File: src/rtl/regfile_write_arbiter_if.sv
// Bus bundle for regfile_write_arbiter: writeback request, auxiliary result
// handshake, register-file write port, scoreboard queries and status.
// The slave modport is the arbiter's view; master is the surrounding
// pipeline / register-file view.
interface regfile_write_arbiter_if #(
  parameter int FIFO_DEPTH = 4,
  parameter int ADDR_W     = 5,
  parameter int DATA_W     = 32
);
  // pipeline writeback stage
  logic                        wb_we;
  logic [ADDR_W-1:0]           wb_addr;
  logic [DATA_W-1:0]           wb_data;
  // auxiliary (mul/div) result path
  logic                        aux_valid;
  logic                        aux_ready;
  logic [ADDR_W-1:0]           aux_addr;
  logic [DATA_W-1:0]           aux_data;
  // register-file write port
  logic                        rf_we;
  logic [ADDR_W-1:0]           rf_addr;
  logic [DATA_W-1:0]           rf_data;
  // hazard scoreboard queries
  logic [ADDR_W-1:0]           rd_addr1;
  logic [ADDR_W-1:0]           rd_addr2;
  logic                        rd_pending1;
  logic                        rd_pending2;
  // status
  logic                        stall_req;
  logic [$clog2(FIFO_DEPTH):0] fifo_count;
  logic                        err;

  modport slave (
    input  wb_we, wb_addr, wb_data,
    input  aux_valid, aux_addr, aux_data,
    output aux_ready,
    output rf_we, rf_addr, rf_data,
    input  rd_addr1, rd_addr2,
    output rd_pending1, rd_pending2,
    output stall_req, fifo_count, err
  );

  modport master (
    output wb_we, wb_addr, wb_data,
    output aux_valid, aux_addr, aux_data,
    input  aux_ready,
    input  rf_we, rf_addr, rf_data,
    output rd_addr1, rd_addr2,
    input  rd_pending1, rd_pending2,
    input  stall_req, fifo_count, err
  );
endinterface

File: src/rtl/regfile_write_arbiter.sv
// regfile_write_arbiter: shares the single register-file write port between
// the in-order writeback stage and a multi-cycle auxiliary unit. Aux results
// queue in a small FIFO and drain into idle writeback slots; a scoreboard
// flags registers that still have an uncommitted aux write.
// Optional build macro STARVE_GUARD_EN: adds a starvation counter that
// requests one empty WB slot after STARVE_LIMIT blocked cycles and a sticky
// err flag when the pipeline ignores that request.
// Reset rst is synchronous, active-low.
module regfile_write_arbiter #(
  parameter int FIFO_DEPTH   = 4,
  parameter int ADDR_W       = 5,
  parameter int DATA_W       = 32,
  parameter int STARVE_LIMIT = 8
) (
  input  logic                  clk,
  input  logic                  rst,
  regfile_write_arbiter_if.slave bus
);

  localparam int PTR_W = $clog2(FIFO_DEPTH);
  localparam int CNT_W = PTR_W + 1;
  localparam logic [CNT_W-1:0] FULL_CNT = CNT_W'(FIFO_DEPTH);

  // FIFO storage (data path, never reset) and control state
  logic [ADDR_W-1:0]     addr_mem [FIFO_DEPTH];
  logic [DATA_W-1:0]     data_mem [FIFO_DEPTH];
  logic [FIFO_DEPTH-1:0] slot_vld;
  logic [FIFO_DEPTH-1:0] slot_vld_nxt;
  logic [PTR_W-1:0]      wr_ptr;
  logic [PTR_W-1:0]      rd_ptr;
  logic [CNT_W-1:0]      count;
  logic [CNT_W-1:0]      count_nxt;

  // stage p0: combinational arbitration decision
  logic                  aux_ready_p0;
  logic                  push_p0;
  logic                  wb_req_p0;
  logic                  empty_p0;
  logic                  pop_p0;
  logic [ADDR_W-1:0]     head_addr_p0;
  logic [DATA_W-1:0]     head_data_p0;

  // stage p1: registered register-file write
  logic                  vld_p1;
  logic [ADDR_W-1:0]     addr_p1;
  logic [DATA_W-1:0]     data_p1;

  // starvation guard outputs (constant when the guard is not built)
  logic                  stall_q;
  logic                  err_q;

  // scoreboard hits
  logic                  hit1;
  logic                  hit2;

  // ---- stage p0 ----
  assign aux_ready_p0 = rst && (count != FULL_CNT);
  // results for register 0 are accepted but never stored
  assign push_p0      = bus.aux_valid && aux_ready_p0 && (bus.aux_addr != '0);
  // a writeback to register 0 is treated as an idle slot
  assign wb_req_p0    = bus.wb_we && (bus.wb_addr != '0);
  assign empty_p0     = (count == '0);
  assign pop_p0       = !wb_req_p0 && !empty_p0;
  assign head_addr_p0 = addr_mem[rd_ptr];
  assign head_data_p0 = data_mem[rd_ptr];

  // Next-state occupancy bitmap and count; push and pop never hit the same
  // slot because a pop needs a non-empty FIFO and a push needs a non-full one.
  always_comb begin
    slot_vld_nxt = slot_vld;
    if (pop_p0)
      slot_vld_nxt[rd_ptr] = 1'b0;
    if (push_p0)
      slot_vld_nxt[wr_ptr] = 1'b1;
    case ({push_p0, pop_p0})
      2'b10:   count_nxt = count + CNT_W'(1);
      2'b01:   count_nxt = count - CNT_W'(1);
      default: count_nxt = count;
    endcase
  end

  // FIFO control: pointers wrap naturally modulo the power-of-two depth
  always_ff @(posedge clk) begin
    if (!rst) begin
      wr_ptr   <= '0;
      rd_ptr   <= '0;
      count    <= '0;
      slot_vld <= '0;
    end else begin
      if (push_p0)
        wr_ptr <= wr_ptr + PTR_W'(1);
      if (pop_p0)
        rd_ptr <= rd_ptr + PTR_W'(1);
      count    <= count_nxt;
      slot_vld <= slot_vld_nxt;
    end
  end

  // FIFO payload write; push is already qualified by reset via aux_ready
  always_ff @(posedge clk) begin
    if (push_p0) begin
      addr_mem[wr_ptr] <= bus.aux_addr;
      data_mem[wr_ptr] <= bus.aux_data;
    end
  end

  // ---- stage p1 ----
  // Register-file write register: WB has priority, otherwise drain the FIFO
  // head; address and data hold when the slot is idle.
  always_ff @(posedge clk) begin
    if (!rst) begin
      vld_p1  <= 1'b0;
      addr_p1 <= '0;
      data_p1 <= '0;
    end else if (wb_req_p0) begin
      vld_p1  <= 1'b1;
      addr_p1 <= bus.wb_addr;
      data_p1 <= bus.wb_data;
    end else if (pop_p0) begin
      vld_p1  <= 1'b1;
      addr_p1 <= head_addr_p0;
      data_p1 <= head_data_p0;
    end else begin
      vld_p1  <= 1'b0;
    end
  end

`ifdef STARVE_GUARD_EN
  localparam int SC_W = $clog2(STARVE_LIMIT + 1);

  logic [SC_W-1:0] starve_cnt;
  logic            blocked_p0;

  assign blocked_p0 = wb_req_p0 && !empty_p0;

  // Starvation counter: counts blocked head cycles, raises stall_req for one
  // cycle on reaching the limit, and restarts after any pop or stall slot so
  // a pipeline that ignores the stall gets asked again later.
  always_ff @(posedge clk) begin
    if (!rst) begin
      starve_cnt <= '0;
      stall_q    <= 1'b0;
      err_q      <= 1'b0;
    end else begin
      if (pop_p0 || stall_q)
        starve_cnt <= '0;
      else if (blocked_p0)
        starve_cnt <= starve_cnt + SC_W'(1);
      stall_q <= blocked_p0 && !stall_q &&
                 (starve_cnt == SC_W'(STARVE_LIMIT - 1));
      if (stall_q && wb_req_p0)
        err_q <= 1'b1;
    end
  end
`else
  // Without the guard there is never a stall or a protocol error; the limit
  // parameter is folded in only so it stays referenced in this build.
  assign stall_q = 1'b0 & (STARVE_LIMIT == 0);
  assign err_q   = 1'b0;
`endif

  // Scoreboard: a register is pending while queued or while its write is
  // sitting in the output register; register 0 is never pending.
  always_comb begin
    hit1 = 1'b0;
    hit2 = 1'b0;
    for (int i = 0; i < FIFO_DEPTH; i++) begin
      if (slot_vld[i] && (addr_mem[i] == bus.rd_addr1))
        hit1 = 1'b1;
      if (slot_vld[i] && (addr_mem[i] == bus.rd_addr2))
        hit2 = 1'b1;
    end
    if (vld_p1 && (addr_p1 == bus.rd_addr1))
      hit1 = 1'b1;
    if (vld_p1 && (addr_p1 == bus.rd_addr2))
      hit2 = 1'b1;
  end

  assign bus.aux_ready   = aux_ready_p0;
  assign bus.rf_we       = vld_p1;
  assign bus.rf_addr     = addr_p1;
  assign bus.rf_data     = data_p1;
  assign bus.rd_pending1 = hit1 && (bus.rd_addr1 != '0);
  assign bus.rd_pending2 = hit2 && (bus.rd_addr2 != '0);
  assign bus.stall_req   = stall_q;
  assign bus.fifo_count  = count;
  assign bus.err         = err_q;

endmodule
File: src/flat_wrapper.sv
// flat-port wrapper written by rule: the top's interface ports become plain ports
module regfile_write_arbiter_flat 
#(
  parameter int FIFO_DEPTH   = 4,
  parameter int ADDR_W       = 5,
  parameter int DATA_W       = 32,
  parameter int STARVE_LIMIT = 8
)
  (clk, rst, bus_wb_we, bus_wb_addr, bus_wb_data, bus_aux_valid, bus_aux_addr, bus_aux_data, bus_aux_ready, bus_rf_we, bus_rf_addr, bus_rf_data, bus_rd_addr1, bus_rd_addr2, bus_rd_pending1, bus_rd_pending2, bus_stall_req, bus_fifo_count, bus_err);
  regfile_write_arbiter_if #(.FIFO_DEPTH(FIFO_DEPTH), .ADDR_W(ADDR_W), .DATA_W(DATA_W)) bus_i ();
  input  logic clk;
  input  logic rst;
  input wire logic [$bits(bus_i.wb_we)-1:0] bus_wb_we;
  input wire logic [$bits(bus_i.wb_addr)-1:0] bus_wb_addr;
  input wire logic [$bits(bus_i.wb_data)-1:0] bus_wb_data;
  input wire logic [$bits(bus_i.aux_valid)-1:0] bus_aux_valid;
  input wire logic [$bits(bus_i.aux_addr)-1:0] bus_aux_addr;
  input wire logic [$bits(bus_i.aux_data)-1:0] bus_aux_data;
  output wire logic [$bits(bus_i.aux_ready)-1:0] bus_aux_ready;
  output wire logic [$bits(bus_i.rf_we)-1:0] bus_rf_we;
  output wire logic [$bits(bus_i.rf_addr)-1:0] bus_rf_addr;
  output wire logic [$bits(bus_i.rf_data)-1:0] bus_rf_data;
  input wire logic [$bits(bus_i.rd_addr1)-1:0] bus_rd_addr1;
  input wire logic [$bits(bus_i.rd_addr2)-1:0] bus_rd_addr2;
  output wire logic [$bits(bus_i.rd_pending1)-1:0] bus_rd_pending1;
  output wire logic [$bits(bus_i.rd_pending2)-1:0] bus_rd_pending2;
  output wire logic [$bits(bus_i.stall_req)-1:0] bus_stall_req;
  output wire logic [$bits(bus_i.fifo_count)-1:0] bus_fifo_count;
  output wire logic [$bits(bus_i.err)-1:0] bus_err;
  assign bus_i.wb_we = bus_wb_we;
  assign bus_i.wb_addr = bus_wb_addr;
  assign bus_i.wb_data = bus_wb_data;
  assign bus_i.aux_valid = bus_aux_valid;
  assign bus_i.aux_addr = bus_aux_addr;
  assign bus_i.aux_data = bus_aux_data;
  assign bus_aux_ready = bus_i.aux_ready;
  assign bus_rf_we = bus_i.rf_we;
  assign bus_rf_addr = bus_i.rf_addr;
  assign bus_rf_data = bus_i.rf_data;
  assign bus_i.rd_addr1 = bus_rd_addr1;
  assign bus_i.rd_addr2 = bus_rd_addr2;
  assign bus_rd_pending1 = bus_i.rd_pending1;
  assign bus_rd_pending2 = bus_i.rd_pending2;
  assign bus_stall_req = bus_i.stall_req;
  assign bus_fifo_count = bus_i.fifo_count;
  assign bus_err = bus_i.err;
  regfile_write_arbiter #(.FIFO_DEPTH(FIFO_DEPTH), .ADDR_W(ADDR_W), .DATA_W(DATA_W), .STARVE_LIMIT(STARVE_LIMIT)) u_core (.clk(clk), .rst(rst), .bus(bus_i));
endmodule
File: config.mk
export PLATFORM = sky130hd
export DESIGN_NAME = regfile_write_arbiter_flat
export DESIGN_NICKNAME = d
export VERILOG_FILES = /design/src/rtl/regfile_write_arbiter_if.sv /design/src/rtl/regfile_write_arbiter.sv /design/src/flat_wrapper.sv
export SDC_FILE = /design/constraint.sdc
export NUM_CORES = 1
export LEC_CHECK = 0
export ABC_AREA = 0
export CAP_MARGIN = 20
export CELL_PAD_IN_SITES_DETAIL_PLACEMENT = 1
export CELL_PAD_IN_SITES_GLOBAL_PLACEMENT = 2
export CORE_MARGIN = 2
export CORE_UTILIZATION = 40
export CTS_BUF_LIST = sky130_fd_sc_hd__clkbuf_8
export DETAILED_ROUTE_END_ITERATION = 8
export PLACE_DENSITY = 0.85
export SKIP_CTS_REPAIR_TIMING = 1
export SLEW_MARGIN = 20
export SYNTH_ARGS = -nofsm -noshare
export SYNTH_HDL_FRONTEND = slang
export SYNTH_SLANG_ARGS = --single-unit
File: constraint.sdc
create_clock -name clk -period 2.88 [get_ports clk]
set_clock_uncertainty 0.2 [all_clocks]
set_input_delay 0.288 -clock clk [delete_from_list [all_inputs] [get_ports clk]]
set_output_delay 0.288 -clock clk [all_outputs]
set_load 0.1 [all_outputs]
==> impl_metrics.toml, run 1 <==
[run_status]
outcome = "completed"

[power]
share_seq_of_total_power_pct = 41.9
p_int_uw = 5330
power.share.clock_pct = 21.3
leakagePower_uw = 0.00375
cellPowerDensity_mw_per_mm2 = 794
comb_power_share_pct = 36.8
power.switching_uw = 3070
sw_frac_of_total_pct = 36.5
vdd.ir_drop.worst_mv = 0.423

[clock_network]
worstSkewPairLatency_ns = 0.46
ctsLongestPathBuffers = 2
cts_buffers = 17
path_clk_slew_ns = 0.09
clk_root_buffer_cell = "sky130_fd_sc_hd__clkbuf_8"
tritoncts_num_sinks = 199
cts_max_level = 4
cts_tree = "yes"

[global_route]
grt_start_max_net_pins = 47
grt_first_pass_wirelength_um = 30800
antenna_found_initial = 0
gr-usage-all-layers_pct = 18.6
globalRouteOverflowTotal = 0
via_count_of_the_first_global_routing_pass = 5536

[floorplanning]
start_util_pct = 40.6
fp-row-count = 53
core_area_sq_mm = 0.0210
floorplan.io_pins = 134
dieArea_sq_mm = 0.0224
dieWidth_um = 150
vertical_extent_of_the_die_um = 150

[yosys]
yosysUniqueCellTypes = 38
mappedNetlistArea_sq_mm = 0.00850
ys_seq_area_share_pct = 64.3
synthCells = 521
synth.yosys.warnings = 0
syn_area_per_cell_sq_um = 16.3
postSynthRegisterBits = 199

[worst_setup_path]
largest_incremental_delay_on_the_critical_path_ns = 0.71
cpMaxStageDelayCell = "sky130_fd_sc_hd__clkdlybuf4s50_1"
ff2ff_path_depth = 10
setup.worst_path.start_class = "input port"
critPathKind = "in2out"
worstReg2RegStart = "u_core.bus.fifo_count[1]$_SDFFE_PN0P_"
rrSetupSlack_ns = 0.58
critical_path_arrival_ns = 2.26
regToRegEndpoint = "u_core.bus.fifo_count[2]$_SDFFE_PN0P_"
critical-path-top-cell-by-count = "sky130_fd_sc_hd__nand3_1"
cp.required_ns = 2.39
timing.critical_path.cells = "clkdlybuf4s50_1, xor2_1, nor4_1, nand3_1, nand3_1, o22a_1, buf_12"
crit_path_end_kind = "output port"
worst-path-max-fanout = 6

[drt]
wl_per_cell_um = 20.8
drt-pass1-iter-count = 4
drt_wl_total_um = 19700
drc_errors = 0
detail_routed_via_count_per_cell = 5.16
route.vias.total = 4883
drt_first_iter_violations = 192
route.antenna.remaining_nets = 0

[finish]
area.growth.synth_to_final_pct = 24.4
layout.filler_cells = 2063
drive_above_1_share_pct = 27.8
nNetsFinal = 757
final_util_pct = 50.5
design_area_sq_mm = 0.0106
diodes = 0

[sta]
slew_headroom_pct = 47.2
report.final.slew_viol_count = 0
max_freq_ghz = 0.364
worst_slew_pin_slew_ns = 0.792
setup_viol_count_final = 0
hold_violations = 0
layout_worst_path_cycle_share_pct = 95.4
rsz0062_at_grt = "no"
fin_crit_period_ns = 2.75

[min_path]
hp-class = "in2reg"
worstHoldEndpoint = "u_core.bus.rf_data[8]$_SDFFE_PN0P_"
worst_hold_path.num_cells = 3
hold_path.startpoint = "bus_wb_data[8]"

[flow_run]
max-cap-violations = 0

[placed_design]
port-buffer-count = 131
detailedPlacementHpwl_um = 13800
gp_congestion = 0.872
postPlaceCellArea_sq_mm = 0.0102
-- synth_stat cells --
| cell | instances | area, sq um |
|---|---|---|
| sky130_fd_sc_hd__o211a_1 | 1 | 10.0 |
| sky130_fd_sc_hd__fa_1 | 1 | 20.0 |
| sky130_fd_sc_hd__buf_4 | 11 | 82.6 |
| sky130_fd_sc_hd__mux4_2 | 37 | 833 |
| sky130_fd_sc_hd__a22oi_1 | 2 | 15.0 |
| sky130_fd_sc_hd__o31ai_1 | 1 | 7.51 |
| sky130_fd_sc_hd__buf_1 | 2 | 7.51 |
| sky130_fd_sc_hd__or3_1 | 1 | 6.26 |
| sky130_fd_sc_hd__nor2_1 | 44 | 165 |
| sky130_fd_sc_hd__o21a_1 | 4 | 30.0 |
| sky130_fd_sc_hd__o21ai_2 | 1 | 8.76 |
| sky130_fd_sc_hd__xnor2_1 | 12 | 105 |
| sky130_fd_sc_hd__dfxtp_1 | 51 | 1020 |
| sky130_fd_sc_hd__buf_6 | 4 | 45.0 |
| sky130_fd_sc_hd__nand3_1 | 12 | 60.1 |
| sky130_fd_sc_hd__and2b_1 | 1 | 7.51 |
| sky130_fd_sc_hd__ha_1 | 9 | 113 |
| sky130_fd_sc_hd__edfxtp_1 | 148 | 4440 |
| sky130_fd_sc_hd__buf_2 | 5 | 25.0 |
| sky130_fd_sc_hd__a21oi_1 | 3 | 15.0 |
| sky130_fd_sc_hd__conb_1 | 1 | 3.75 |
| sky130_fd_sc_hd__buf_8 | 1 | 15.0 |
| sky130_fd_sc_hd__mux2_2 | 2 | 22.5 |
| sky130_fd_sc_hd__a21boi_1 | 4 | 30.0 |
| sky130_fd_sc_hd__a211oi_1 | 3 | 22.5 |
| sky130_fd_sc_hd__mux2i_1 | 36 | 360 |
| sky130_fd_sc_hd__and2_1 | 4 | 25.0 |
| sky130_fd_sc_hd__or4_1 | 4 | 30.0 |
| sky130_fd_sc_hd__nand2_1 | 3 | 11.3 |
| sky130_fd_sc_hd__inv_1 | 9 | 33.8 |
| sky130_fd_sc_hd__o22a_1 | 2 | 17.5 |
| sky130_fd_sc_hd__nor4_1 | 10 | 62.6 |
| sky130_fd_sc_hd__a31oi_1 | 1 | 6.26 |
| sky130_fd_sc_hd__o21ai_0 | 1 | 5.00 |
| sky130_fd_sc_hd__a211oi_2 | 32 | 400 |
| sky130_fd_sc_hd__nor3_2 | 1 | 10.0 |
| sky130_fd_sc_hd__xor2_1 | 42 | 368 |
| sky130_fd_sc_hd__clkbuf_1 | 15 | 56.3 |
-- through the flow --
step           hold WS [ns]  setup slack, ns  setup TNS [ns]  cells  power, uW
6_report              0.222            0.132               0    947       8400
5_1_grt               0.209           0.0256               0    947       8780
4_1_cts               0.189            0.134               0    947       8530
3_5_place_dp          0.343           -0.282           -1.19    915       6730
3_3_place_gp          0.318           -0.200          -0.200    915       6650
2_1_floorplan         0.187          0.00173               0    522       5920
-- worst max-delay path, delay by kind of cell --
family          cells  cell delay, ns
buf+inv             2            0.90
simple gates        3            0.70
xor+xnor            1            0.16
compound gates      1            0.22
-- registers in the layout, indices dropped and copies added (netlist names), named ones only --
signal / count
u_core.data_mem: 128
u_core.bus.rf_data: 32
u_core.bus.fifo_count: 3
u_core.bus.rf_addr: 5
u_core.wr_ptr: 2
u_core.rd_ptr: 2
u_core.bus.rf_we: 1
u_core.addr_mem: 20
u_core.slot_vld: 4
-- power groups by stage --
stage / sequential [uW] / combinational [uW] / clock, uW
finish: 3520 / 3100 / 1790
global route: 3550 / 3280 / 1950
CTS: 3530 / 3160 / 1850
detailed placement: 3590 / 3140 / 0
global placement: 3570 / 3080 / 0
floorplan: 4350 / 1570 / 0
-- layer usage --
layer | global-route usage [%] | vias up | share of wire [%]
met5 | 0 | - | 0
met4 | 6.70 | 0 | 1.9
met3 | 4.30 | 26 | 4.9
met2 | 30.9 | 122 | 49
met1 | 23.9 | 2477 | 44
li1 | - | 2258 | -
-- kinds of logic (layout without fill, tap and decap cells) --
logic type	count (synthesis)	after routing	share of synthesized area, %
simple gates	80	80	4.44
other cells	1	2	0.0441
compound gates	55	55	6.68
buf+inv	47	197	3.12
mux	75	75	14.3
flops	199	199	64.3
xor+xnor	54	54	5.56
fa+ha+maj	10	10	1.56
-- final cells by class --
class,instances,area [sq um],area share (%)
timing repair buffer,156,1500,14.2
multi-input combinational,276,2820,26.6
clock buffer,19,262,2.47
inverter,9,33.8,0.319
clock inverter,13,140,1.32
tap,275,344,3.25
sequential,199,5480,51.8
-- cell usage in the layout (no fill, tap or decap), types with 2 or more instances in the layout --
cell,netlist,routed
sky130_fd_sc_hd__dfxtp_4,0,3
sky130_fd_sc_hd__inv_2,0,2
sky130_fd_sc_hd__a21oi_1,3,3
sky130_fd_sc_hd__clkinv_2,0,3
sky130_fd_sc_hd__dfxtp_1,51,45
sky130_fd_sc_hd__xnor2_1,12,12
sky130_fd_sc_hd__nor4_1,10,10
sky130_fd_sc_hd__mux2_2,2,2
sky130_fd_sc_hd__a211oi_2,32,32
sky130_fd_sc_hd__xor2_1,42,42
sky130_fd_sc_hd__buf_4,11,60
sky130_fd_sc_hd__inv_6,0,4
sky130_fd_sc_hd__buf_12,0,9
sky130_fd_sc_hd__bufinv_16,0,2
sky130_fd_sc_hd__ha_1,9,9
sky130_fd_sc_hd__clkinvlp_4,0,2
sky130_fd_sc_hd__a21boi_1,4,4
sky130_fd_sc_hd__nor2_1,44,44
sky130_fd_sc_hd__and2_2,0,4
sky130_fd_sc_hd__a211oi_1,3,3
sky130_fd_sc_hd__mux4_2,37,37
sky130_fd_sc_hd__clkbuf_8,0,19
sky130_fd_sc_hd__edfxtp_1,148,148
sky130_fd_sc_hd__o21a_1,4,4
sky130_fd_sc_hd__inv_1,9,7
sky130_fd_sc_hd__or4_1,4,4
sky130_fd_sc_hd__dfxtp_2,0,3
sky130_fd_sc_hd__conb_1,1,2
sky130_fd_sc_hd__nand3_1,12,12
sky130_fd_sc_hd__a22oi_1,2,2
sky130_fd_sc_hd__clkdlybuf4s50_1,0,87
sky130_fd_sc_hd__mux2i_1,36,36
sky130_fd_sc_hd__o22a_1,2,2
sky130_fd_sc_hd__nand2_1,3,3
-- worst max-delay path by stage --
stage	start	end	slack [ns]	depth (start not counted)
detailed placement	bus_wb_addr[1]	u_core.bus.fifo_count[2]$_SDFFE_PN0P_	-0.28	10
global route	bus_rd_addr1[1]	bus_rd_pending1	0.03	7
finish	bus_rd_addr1[1]	bus_rd_pending1	0.13	7
global placement	bus_wb_addr[1]	u_core.bus.fifo_count[2]$_SDFFE_PN0P_	-0.20	10
CTS	bus_rd_addr1[1]	bus_rd_pending1	0.13	7
floorplan	u_core.bus.rf_addr[4]$_SDFFE_PN0P_	bus_rd_pending1	0.002	5
Power figures use the tool's default switching activity.
==> run 2, diff against run 1 <==
--- a/config.mk
+++ b/config.mk
@@ -9,11 +9,11 @@
 export CAP_MARGIN = 20
 export CELL_PAD_IN_SITES_DETAIL_PLACEMENT = 1
 export CELL_PAD_IN_SITES_GLOBAL_PLACEMENT = 2
-export CORE_MARGIN = 2
-export CORE_UTILIZATION = 40
+export CORE_MARGIN = 1.5
+export CORE_UTILIZATION = 30
 export CTS_BUF_LIST = sky130_fd_sc_hd__clkbuf_8
 export DETAILED_ROUTE_END_ITERATION = 8
-export PLACE_DENSITY = 0.85
+export PLACE_DENSITY = 0.67
 export SKIP_CTS_REPAIR_TIMING = 1
 export SLEW_MARGIN = 20
 export SYNTH_ARGS = -nofsm -noshare
==> impl_metrics.toml, run 2 (synthesis results as in run 1) <==
[run_status]
outcome = "completed"

[global_route]
grt_start_max_net_pins = 47
globalRoute.busiestLayer = "met2"
gr-usage-all-layers_pct = 14.8
grt_first_pass_wirelength_um = 32200
use_met3_pct = 3.82
grtUsageMet2_pct = 25.5
antenna_found_initial = 2
via_count_of_the_first_global_routing_pass = 5565
globalRouteOverflowTotal = 0
met1_demand_to_capacity_share_in_global_routing_pct = 18.5

[floorplanning]
core_area_sq_mm = 0.0279
vertical_extent_of_the_die_um = 171
fp-row-count = 61
start_util_pct = 30.5
dieArea_sq_mm = 0.0294
dieWidth_um = 171
floorplan.io_pins = 134

[clock_network]
worstSkewPairLatency_ns = 0.47
cts_buffers = 17
path_clk_slew_ns = 0.11
tritoncts_num_sinks = 199
ctsLongestPathBuffers = 2
cts_max_level = 4
clk_root_buffer_cell = "sky130_fd_sc_hd__clkbuf_8"
cts_tree = "yes"

[placed_design]
gp_congestion = 0.894
postPlaceCellArea_sq_mm = 0.0103
detailedPlacementHpwl_um = 14500
port-buffer-count = 131

[drt]
drc_errors = 0
detail_routed_via_count_per_cell = 4.62
drt-pass1-iter-count = 4
drt_wl_total_um = 20600
route.antenna.remaining_nets = 0
drt_first_iter_violations = 179
wl_per_cell_um = 19.6
route.vias.total = 4853

[min_path]
worstHoldEndpoint = "u_core.bus.rf_data[7]$_SDFFE_PN0P_"
worst_hold_path.num_cells = 3
hp-class = "in2reg"
hold_path.startpoint = "bus_wb_data[7]"

[sta]
setup_viol_count_final = 0
setup-tns-final_ns = 0
hold_violations = 0
fin_crit_period_ns = 2.69
layout_worst_path_cycle_share_pct = 93.3
hold_slack_ns = 0.218
worst_slew_pin_slew_ns = 0.778
report.final.slew_viol_count = 0
slew_headroom_pct = 48.1
rsz0062_at_grt = "no"
max_freq_ghz = 0.372

[flow_run]
max-cap-violations = 0

[worst_setup_path]
rrSetupSlack_ns = 0.55
worst-path-max-fanout = 2
ff2ff_path_depth = 10
critPathKind = "in2reg"
setup.worst_path.start_class = "input port"
worstReg2RegStart = "u_core.bus.fifo_count[1]$_SDFFE_PN0P_"
cp.required_ns = 3.07
regToRegEndpoint = "u_core.bus.fifo_count[2]$_SDFFE_PN0P_"
crit_path_end_kind = "flip-flop"
critical_path_arrival_ns = 2.88

[finish]
drive_above_1_share_pct = 27.6
register_name_with_the_most_flops = "u_core.data_mem"
ff_latch_area_sq_mm = 0.00548
final_util_pct = 38.3
multi_input_area_sq_mm = 0.00282
layout_commonest_cell = "sky130_fd_sc_hd__edfxtp_1"
final_cell_mix = "148 x sky130_fd_sc_hd__edfxtp_1, 87 x sky130_fd_sc_hd__clkdlybuf4s50_1, 58 x sky130_fd_sc_hd__buf_4, 45 x sky130_fd_sc_hd__dfxtp_1, 44 x sky130_fd_sc_hd__nor2_1"
area.growth.synth_to_final_pct = 25.6
nNetsFinal = 755
layout.filler_cells = 2826
flip_flop_count_of_the_largest_register_after_layout = 128
design_area_sq_mm = 0.0107

[power]
vdd.ir_drop.worst_mv = 0.379
leakagePower_uw = 0.00373
finalPower_uw = 8350
cellPowerDensity_mw_per_mm2 = 782
run 2: layout make-up:
cell class / instances / area share (%)
repair buffers: 154 / 13.9
flip-flops and latches: 199 / 51.3
diodes: 2 / 0.0469
clock inverters: 14 / 1.27
multi-input cells: 276 / 26.4
clock buffers: 18 / 2.32
inverters: 9 / 0.316
well taps: 378 / 4.43
run 2: worst max path at each step:
stage                                       start  slack (ns)                               endpoint  cells past startpoint
5_1_grt                           bus_rd_addr1[4]        0.06                        bus_rd_pending1                      7
6_report                           bus_wb_addr[1]        0.19  u_core.bus.fifo_count[2]$_SDFFE_PN0P_                     10
4_1_cts           u_core.addr_mem[2][0]$_DFFE_PP_        0.18                        bus_rd_pending2                      6
2_1_floorplan  u_core.bus.rf_addr[4]$_SDFFE_PN0P_       0.002                        bus_rd_pending1                      5
3_3_place_gp                       bus_wb_addr[1]       -0.23  u_core.bus.fifo_count[2]$_SDFFE_PN0P_                     10
3_5_place_dp                       bus_wb_addr[1]       -0.31  u_core.bus.fifo_count[2]$_SDFFE_PN0P_                     10
run 2: report_power, final:
part           switching [uW]  internal [uW]  leakage [uW]
logic                    1870           1170       0.00177
clock network            1080            668      0.000194
registers                 237           3330       0.00177
total                    3190           5170       0.00373
run 2: metrics by stage:
step / setup WS (ns) / std cells
after floorplan: 0.00173 / 522
after global placement: -0.228 / 1016
after detailed placement: -0.313 / 1016
after CTS: 0.183 / 1048
after global routing: 0.0602 / 1048
final: 0.192 / 1050
run 2: critical path, stage by stage:
cell                              delay [ns]
sky130_fd_sc_hd__clkdlybuf4s50_1        0.42
sky130_fd_sc_hd__or4_1                  0.59
sky130_fd_sc_hd__o21ai_4                0.18
sky130_fd_sc_hd__and2b_1                0.18
sky130_fd_sc_hd__ha_1                   0.18
sky130_fd_sc_hd__inv_1                  0.06
sky130_fd_sc_hd__fa_1                   0.38
sky130_fd_sc_hd__xor2_1                 0.16
sky130_fd_sc_hd__or3_1                  0.31
sky130_fd_sc_hd__a21oi_1                0.14
run 2: metal layers:
| layer | wire, um | up-vias |
|---|---|---|
| met2 | 10300 | 113 |
| met4 | 279 | 0 |
| met3 | 990 | 18 |
| met5 | 0 | - |
| li1 | - | 2257 |
| met1 | 9060 | 2465 |
==> run 3, diff against run 2 <==
--- a/config.mk
+++ b/config.mk
@@ -7,7 +7,7 @@
 export LEC_CHECK = 0
 export ABC_AREA = 0
 export CAP_MARGIN = 20
-export CELL_PAD_IN_SITES_DETAIL_PLACEMENT = 1
+export CELL_PAD_IN_SITES_DETAIL_PLACEMENT = 2
 export CELL_PAD_IN_SITES_GLOBAL_PLACEMENT = 2
 export CORE_MARGIN = 1.5
 export CORE_UTILIZATION = 30
@@ -15,7 +15,6 @@
 export DETAILED_ROUTE_END_ITERATION = 8
 export PLACE_DENSITY = 0.67
 export SKIP_CTS_REPAIR_TIMING = 1
-export SLEW_MARGIN = 20
 export SYNTH_ARGS = -nofsm -noshare
 export SYNTH_HDL_FRONTEND = slang
 export SYNTH_SLANG_ARGS = --single-unit
==> constraint.sdc (replaced) <==
create_clock -name clk -period 3.5 [get_ports clk]
set_clock_uncertainty 0.2 [all_clocks]
set_input_delay 0.35 -clock clk [delete_from_list [all_inputs] [get_ports clk]]
set_output_delay 0.35 -clock clk [all_outputs]
set_load 0.1 [all_outputs]
==> impl_metrics.toml, run 3 (synthesis results as in run 1) <==
[finish]
nNetsFinal = 743
final_cell_mix = "148 x sky130_fd_sc_hd__edfxtp_1, 127 x sky130_fd_sc_hd__clkdlybuf4s50_1, 47 x sky130_fd_sc_hd__dfxtp_1, 44 x sky130_fd_sc_hd__nor2_1, 42 x sky130_fd_sc_hd__xor2_1"
layout_commonest_cell = "sky130_fd_sc_hd__edfxtp_1"
flip_flop_count_of_the_largest_register_after_layout = 128
diodes = 0
area.growth.synth_to_final_pct = 25.4
register_name_with_the_most_flops = "u_core.data_mem"
layout.filler_cells = 2756
drive_above_1_share_pct = 19.8
final_cells = 1036
design_area_sq_mm = 0.0107

[sta]
rsz0062_at_grt = "no"
setup-tns-final_ns = 0
hold_violations = 0
fin_crit_period_ns = 2.93
report.final.slew_viol_count = 0
worst_slew_pin_slew_ns = 0.995
slew_headroom_pct = 33.5
setup_viol_count_final = 0
hold_slack_ns = 0.294
layout_worst_path_cycle_share_pct = 83.8
max_freq_ghz = 0.341

[floorplanning]
dieWidth_um = 171
fp-row-count = 61
dieArea_sq_mm = 0.0294
floorplan.io_pins = 134
start_util_pct = 30.5
core_area_sq_mm = 0.0279
vertical_extent_of_the_die_um = 171

[global_route]
globalRouteOverflowTotal = 0
gr-usage-all-layers_pct = 16.3
grt_first_pass_wirelength_um = 34600
via_count_of_the_first_global_routing_pass = 5585
grt_start_max_net_pins = 74
antenna_found_initial = 2

[min_path]
hp-class = "in2reg"
worst_hold_path.num_cells = 3

[drt]
drt-pass1-iter-count = 4
wl_per_cell_um = 22.1
route.antenna.remaining_nets = 0
detail_routed_via_count_per_cell = 4.73
drt_wl_total_um = 22900
route.vias.total = 4903
drt_first_iter_violations = 283
drc_errors = 0

[power]
p_int_uw = 4310
leakagePower_uw = 0.00362
power.switching_uw = 2690
share_seq_of_total_power_pct = 42.5
vdd.ir_drop.worst_mv = 0.335
finalPower_uw = 7000
cellPowerDensity_mw_per_mm2 = 657
power.share.clock_pct = 22.2
comb_power_share_pct = 35.3
sw_frac_of_total_pct = 38.4

[placed_design]
place.detailed.instances = 1000
gp_congestion = 0.780
port-buffer-count = 131
postPlaceCellArea_sq_mm = 0.0102
detailedPlacementHpwl_um = 15400

[worst_setup_path]
cp.required_ns = 2.95
critical_path_arrival_ns = 2.38
setup.worst_path.start_class = "input port"
ff2ff_path_depth = 9
crit_path_end_kind = "output port"
worst-path-max-fanout = 6
critPathKind = "in2out"

[clock_network]
worstSkewPairLatency_ns = 0.47
cts_tree = "yes"
cts_max_level = 4
cts_buffers = 17
clk_root_buffer_cell = "sky130_fd_sc_hd__clkbuf_8"
path_clk_slew_ns = 0.11
tritoncts_num_sinks = 199
ctsLongestPathBuffers = 2

[run_status]
outcome = "completed"

[flow_run]
max-cap-violations = 0
-- run 3: path summary, 6_finish.rpt --
path              slack, ns                             startpoint                                    end
hold / removal         0.29                         bus_wb_data[6]     u_core.bus.rf_data[6]$_SDFFE_PN0P_
setup reg to reg       1.05  u_core.bus.fifo_count[2]$_SDFFE_PN0P_  u_core.bus.fifo_count[2]$_SDFFE_PN0P_
hold reg to reg        0.37     u_core.bus.rf_data[6]$_SDFFE_PN0P_     u_core.bus.rf_data[6]$_SDFFE_PN0P_
setup / recovery       0.57                        bus_rd_addr2[0]                        bus_rd_pending2
-- run 3: metal layers --
layer / share of wire (%) / GRT usage (%)
met1: 43 / 19.9
met2: 51 / 29.2
met3: 5.0 / 3.77
met4: 0.82 / 3.81
met5: 0.057 / 0
-- run 3: final cells by class --
type	instances	area, sq um	share of cell area [%]
inverters	9	33.8	0.317
multi-input cells	276	2810	26.3
clock buffers	17	234	2.19
clock inverters	15	194	1.82
flip-flops and latches	199	5470	51.3
well taps	378	473	4.44
repair buffers	142	1450	13.6
-- run 3: power groups by stage --
stage | combinational (uW) | clock (uW) | sequential (uW)
CTS | 2510 | 1620 | 3000
global placement | 2430 | 0 | 3040
floorplan | 1290 | 0 | 3580
global route | 2620 | 1710 | 3030
finish | 2470 | 1550 | 2980
detailed placement | 2500 | 0 | 3050
-- run 3: stage by stage --
step	util, %	setup WS (ns)
floorplan	-	0.0694
global placement	36.5	0.248
detailed placement	36.5	0.168
CTS	38.0	0.599
global route	38.3	0.437
finish	38.3	0.568
-- run 3: worst max-delay path, stage by stage --
cell,delay (ns)
sky130_fd_sc_hd__clkdlybuf4s50_1,0.67
sky130_fd_sc_hd__xor2_1,0.25
sky130_fd_sc_hd__nor4_1,0.39
sky130_fd_sc_hd__nand3_1,0.16
sky130_fd_sc_hd__nand3_1,0.12
sky130_fd_sc_hd__o22a_1,0.16
sky130_fd_sc_hd__buf_4,0.29
==> edit 1, RTL diff (flow settings as in run 2) <==
The option `STARVE_GUARD_EN` is turned on by a define.
--- a/src/rtl/regfile_write_arbiter.sv
+++ b/src/rtl/regfile_write_arbiter.sv
@@ -8,2 +8,4 @@
 // Reset rst is synchronous, active-low.
+`define STARVE_GUARD_EN
+
 module regfile_write_arbiter #(
Function: no difference found for any inputs over 4 cycles, from zero or initial values and one cycle with rst low; that may be too few to reach the edited logic, so the function may still have changed.
==> edit 1 against run 2 <==
Design area up 5.1%. Setup slack worse by 0.011 ns. Wire length up 4.2%. Sequential cell count up 6. Largest power group unchanged. Largest cell class unchanged. Utilization up 0.98 points. Power up 9.9%. Synthesized area up 1.8%. Critical path type is now flip-flop to output pin.
==> edit 1: results (changes against run 2) <==
[run_status]
status = finished clean

[synthesis]
synth.area.mux_share_pct = 13.9  ; -0.40 points
synth_adder_area_share_pct = 1.68  ; +0.12 points
yosysUniqueCellTypes = 40  ; +5.3%
synth-seq-cells = 205  ; +3.0%
synth_top_cells_by_area = sky130_fd_sc_hd__edfxtp_1 (51%), sky130_fd_sc_hd__dfxtp_1 (13%), sky130_fd_sc_hd__mux4_2 (9.6%)
synth-xor-area-share_pct = 5.46  ; -0.10 points
synth_common_cells = sky130_fd_sc_hd__edfxtp_1 (148), sky130_fd_sc_hd__dfxtp_1 (57), sky130_fd_sc_hd__nor2_1 (49)
syn_inst = 550  ; +5.6%
synth-compound-area-share_pct = 6.49  ; -0.19 points

[cells_and_area]
final-nonclk-buf-share_pct = 13.8  ; -0.12 points
layout.clock_buffers = 40  ; +22
n_multi_input_combinational_cell = 300  ; +8.7%
final.fill_count = 2990  ; +5.8%
final-clk-cell-share_pct = 6.00  ; +2.4 points
drive_gt1_share_pct = 25.9  ; -1.7 points
finish.net_count = 812  ; +7.5%
antenna-diode-count = 1  ; -1

[place]
place.port_buffers = 133  ; +1.5%
post-place-ws_ns = -0.279  ; +0.0339 ns

[global_route]
groute.usage.overall_pct = 14.7  ; -0.16 points
grt_max_degree = 77  ; +64%
antenna_found_initial = 3  ; +1
grt_pass1_vias = 5839  ; +4.9%
use_met3_pct = 4.77  ; +0.95 points

[critical_path]
worst_path_largest_cell_delay_ns = 0.45  ; -0.14 ns
arrival_worst_endpoint_ns = 2.21  ; -0.67 ns
critical_path.startpoint = u_core.addr_mem[3][0]
path_max_fanout = 3  ; +1
worst_setup_path_endpoint = bus_rd_pending2
critPathSlowestCell = sky130_fd_sc_hd__edfxtp_1

[sta]
final.min_clock_period_ns = 2.70  ; +0.0111 ns

[power_and_ir_drop]
swShare_pct = 36.0  ; -2.2 points
seq_power_mw = 3.61  ; +1%
power.leakage_nw = 4.05  ; +8.6%
power_switching_mw = 3.30  ; +3.5%
ir_drop_uv = 521  ; +38%

[routing]
routed-via-count = 5239  ; +8.0%
dr_wl_met2_microns = 10100  ; -1.8%
routed_wire_length_per_instance_microns = 19.0  ; -2.8%
met3RoutedLength_microns = 1450  ; +47%
drt_iter0_drc = 228  ; +27%
routedLengthMet1_microns = 9530  ; +5.3%
vias_per_cell = 4.65  ; +0.67%

[floorplan]
chipWidth_microns = 173  ; +0.89%

[clock_network]
clk_pin_slew_worst_paths_ns = 0.05  ; -0.06 ns
max-clock-path-buffers = 3  ; +1
cts-htree-levels = 2  ; -2
cts_buffers = 38  ; +21

## edit 1: cell count changes in the layout (fill, tap and decap cells not counted), sizes merged, moves of 5 or more
cell / before / now
clkbuf: 18 / 40
inv: 18 / 29
a21oi: 3 / 11
dfxtp: 51 / 57
nor2: 44 / 50
buf: 67 / 72
clkinv: 3 / 8
## edit 1: worst min-delay path, stage by stage
cell                              delay [ns]
sky130_fd_sc_hd__clkdlybuf4s50_1        0.40
sky130_fd_sc_hd__nor2_1                 0.10
sky130_fd_sc_hd__a211oi_1               0.05
## edit 1: worst min path at each step
stage	start	endpoint	slack, ns	cells after the start
global placement	u_core.bus.err	u_core.bus.err	0.26	2
detailed placement	u_core.bus.err	u_core.bus.err	0.28	2
floorplan	bus_aux_addr[0]	u_core.addr_mem[0][0]	0.19	0
global route	bus_wb_data[0]	u_core.bus.rf_data[0]	0.17	3
finish	bus_wb_data[9]	u_core.bus.rf_data[9]	0.18	3
CTS	bus_wb_data[0]	u_core.bus.rf_data[0]	0.14	3
==> edit 2, RTL diff (settings of run 2) <==
Without the edit above. `DATA_W` is set to 32 in 3 places; all go to 64.
--- a/src/rtl/regfile_write_arbiter_if.sv
+++ b/src/rtl/regfile_write_arbiter_if.sv
@@ -7,3 +7,3 @@
   parameter int ADDR_W     = 5,
-  parameter int DATA_W     = 32
+  parameter int DATA_W     = 64
 );
--- a/src/rtl/regfile_write_arbiter.sv
+++ b/src/rtl/regfile_write_arbiter.sv
@@ -11,3 +11,3 @@
   parameter int ADDR_W       = 5,
-  parameter int DATA_W       = 32,
+  parameter int DATA_W       = 64,
   parameter int STARVE_LIMIT = 8
--- a/src/flat_wrapper.sv
+++ b/src/flat_wrapper.sv
@@ -5,3 +5,3 @@
   parameter int ADDR_W       = 5,
-  parameter int DATA_W       = 32,
+  parameter int DATA_W       = 64,
   parameter int STARVE_LIMIT = 8
Interface: changed (resized bus_aux_data, bus_rf_data and bus_wb_data); port bits go from 134 to 230. No check against the original RTL was run, so the function may have changed too.
==> edit 2 against run 2 <==
The run now ends with DRC left. Wire length is 82% higher. Power is 97% higher. Sequential power is 77% higher. Die area is 66% higher. Critical path depth is 4 lower. Synthesized area is 68% higher. Sequential share of layout area is 2.0 points higher. Sequential cell count is 160 higher. First-iteration DRC count is 140% higher. Count of clock-buffer cells in the layout is 54 higher. Design area is 75% higher. Setup slack worse by 0.059 ns.
==> edit 2: results (changes against run 2) <==
[run_status]
status = finished with violations
violated_checks = DRC

[place]
detail_placement_hpwl_microns = 24200  ; +67%
dpl.cell_count = 1719  ; +69%
finalWeightedCongestion = 0.805  ; -9.9%
post_dp_cell_area_sq_um = 17300  ; +68%

[critical_path]
critical_path.startpoint = u_core.addr_mem[3][0]
path_max_fanout = 3  ; +1
critical_path.reg2reg.startpoint = u_core.bus.fifo_count[2]
ff2ff_path_depth = 8  ; -2
worst_path_largest_cell_delay_ns = 0.47  ; -0.12 ns
arrival_worst_endpoint_ns = 2.26  ; -0.62 ns

[hold_path]
min-delay-start = bus_wb_data[16]

[routing]
drt_iter0_drc = 428  ; +140%
routed-via-count = 8739  ; +80%
detail_route.drc_violations = 13  ; +13
detailedRoute.firstPassIterationCount = 9  ; +5
routed_wire_length_per_instance_microns = 20.4  ; +4.0%

[global_route]
grt_pass1_vias = 9585  ; +72%
global_route_wire_length_before_repair_microns = 57500  ; +79%

[synthesis]
synth_top_cells_by_area = sky130_fd_sc_hd__edfxtp_1 (58%), sky130_fd_sc_hd__dfxtp_1 (12%), sky130_fd_sc_hd__mux4_2 (11%)
synthesis.area_per_instance_sq_um = 15.6  ; -4.2%
synth_edf_count = 276  ; +86%
synth_common_cells = sky130_fd_sc_hd__edfxtp_1 (276), sky130_fd_sc_hd__nand2_1 (143), sky130_fd_sc_hd__dfxtp_1 (83)
yosysUniqueCellTypes = 34  ; -11%

[clock_network]
max-clock-path-buffers = 3  ; +1
cts-htree-levels = 2  ; -2
clk_pin_slew_worst_paths_ns = 0.06  ; -0.05 ns
worstSkewPairLatency_ns = 0.64  ; +0.17 ns

[cells_and_area]
finish.net_count = 1337  ; +77%
largest_register_ff_count = 256  ; +100%

[sta]
max-slew-margin-rel_pct = 30.9  ; -17 points

[edit 2: changes by cell type in the layout (fill, tap and decap cells not counted), moves of 32 or more]
cell and change:
sky130_fd_sc_hd__clkbuf_8 +54, sky130_fd_sc_hd__clkdlybuf4s50_1 +64, sky130_fd_sc_hd__buf_4 +41, sky130_fd_sc_hd__edfxtp_1 +128
sky130_fd_sc_hd__nand2_1 +140, sky130_fd_sc_hd__nor2_1 +32, sky130_fd_sc_hd__dfxtp_1 +32, sky130_fd_sc_hd__mux2i_1 -36
sky130_fd_sc_hd__a211oi_2 -32, sky130_fd_sc_hd__a311oi_1 +67, sky130_fd_sc_hd__mux4_2 +32
[edit 2: through the flow]
stage / worst slack (ns) / utilization (%)
6_report: 0.134 / 40.1
3_5_place_dp: -0.262 / 37.2
4_1_cts: 0.0119 / 40.0
5_1_grt: 0.00330 / 40.1
3_3_place_gp: -0.263 / 37.2
2_1_floorplan: 0.00730 / -
[edit 2: report_power, final]
group	internal, mW	total (mW)	leakage, nW	switching (mW)
registers	6.02	6.33	3.20	0.317
clock network	2.82	4.91	0.776	2.09
logic	1.68	5.18	2.46	3.51
[edit 2: cells by family after synthesis]
kind of cell	count (synthesis)	synth area share (%)
multiplexers	69	10.9
adder cells (fa/ha/maj)	10	0.931
other	1	0.0263
buffers and inverters	76	2.58
flip-flops	359	69.8
AO/OA/AOI/OAI	89	5.21
XOR/XNOR	54	3.32
AND/OR/NAND/NOR	253	7.18
[edit 2: final timing paths]
path                              end  slack, ns
max reg2reg  u_core.bus.fifo_count[2]       0.44
min            u_core.bus.rf_data[16]       0.04
min reg2reg     u_core.bus.rf_data[5]       0.28
max                   bus_rd_pending2       0.13
[edit 2: per-layer routing]
metal / global-route usage (%) / vias to the layer above / wire length (microns)
met2: 26.0 / 211 / 18100
met5: 0 / - / 0
met3: 3.11 / 56 / 1840
met1: 20.0 / 4461 / 16800
met4: 4.96 / 0 / 702
li1: - / 4011 / -
[edit 2: layout make-up]
cell class / count / area (sq um)
Sequential cell: 359 / 9970
Fill cell: 4786 / 28000
Multi-Input combinational cell: 477 / 4000
Timing Repair Buffer: 267 / 2590
Clock inverter: 44 / 344
Tap cell: 607 / 759
Clock buffer: 72 / 991
Inverter: 9 / 35.0
Antenna cell: 1 / 2.50
[edit 2: worst max-delay path, delay by kind of cell, from the launching register on]
family / cells / cell delay, ns
flops: 1 / 0.47
buf+inv: 1 / 0.19
compound gates: 1 / 0.19
simple gates: 3 / 0.60
xor+xnor: 1 / 0.20
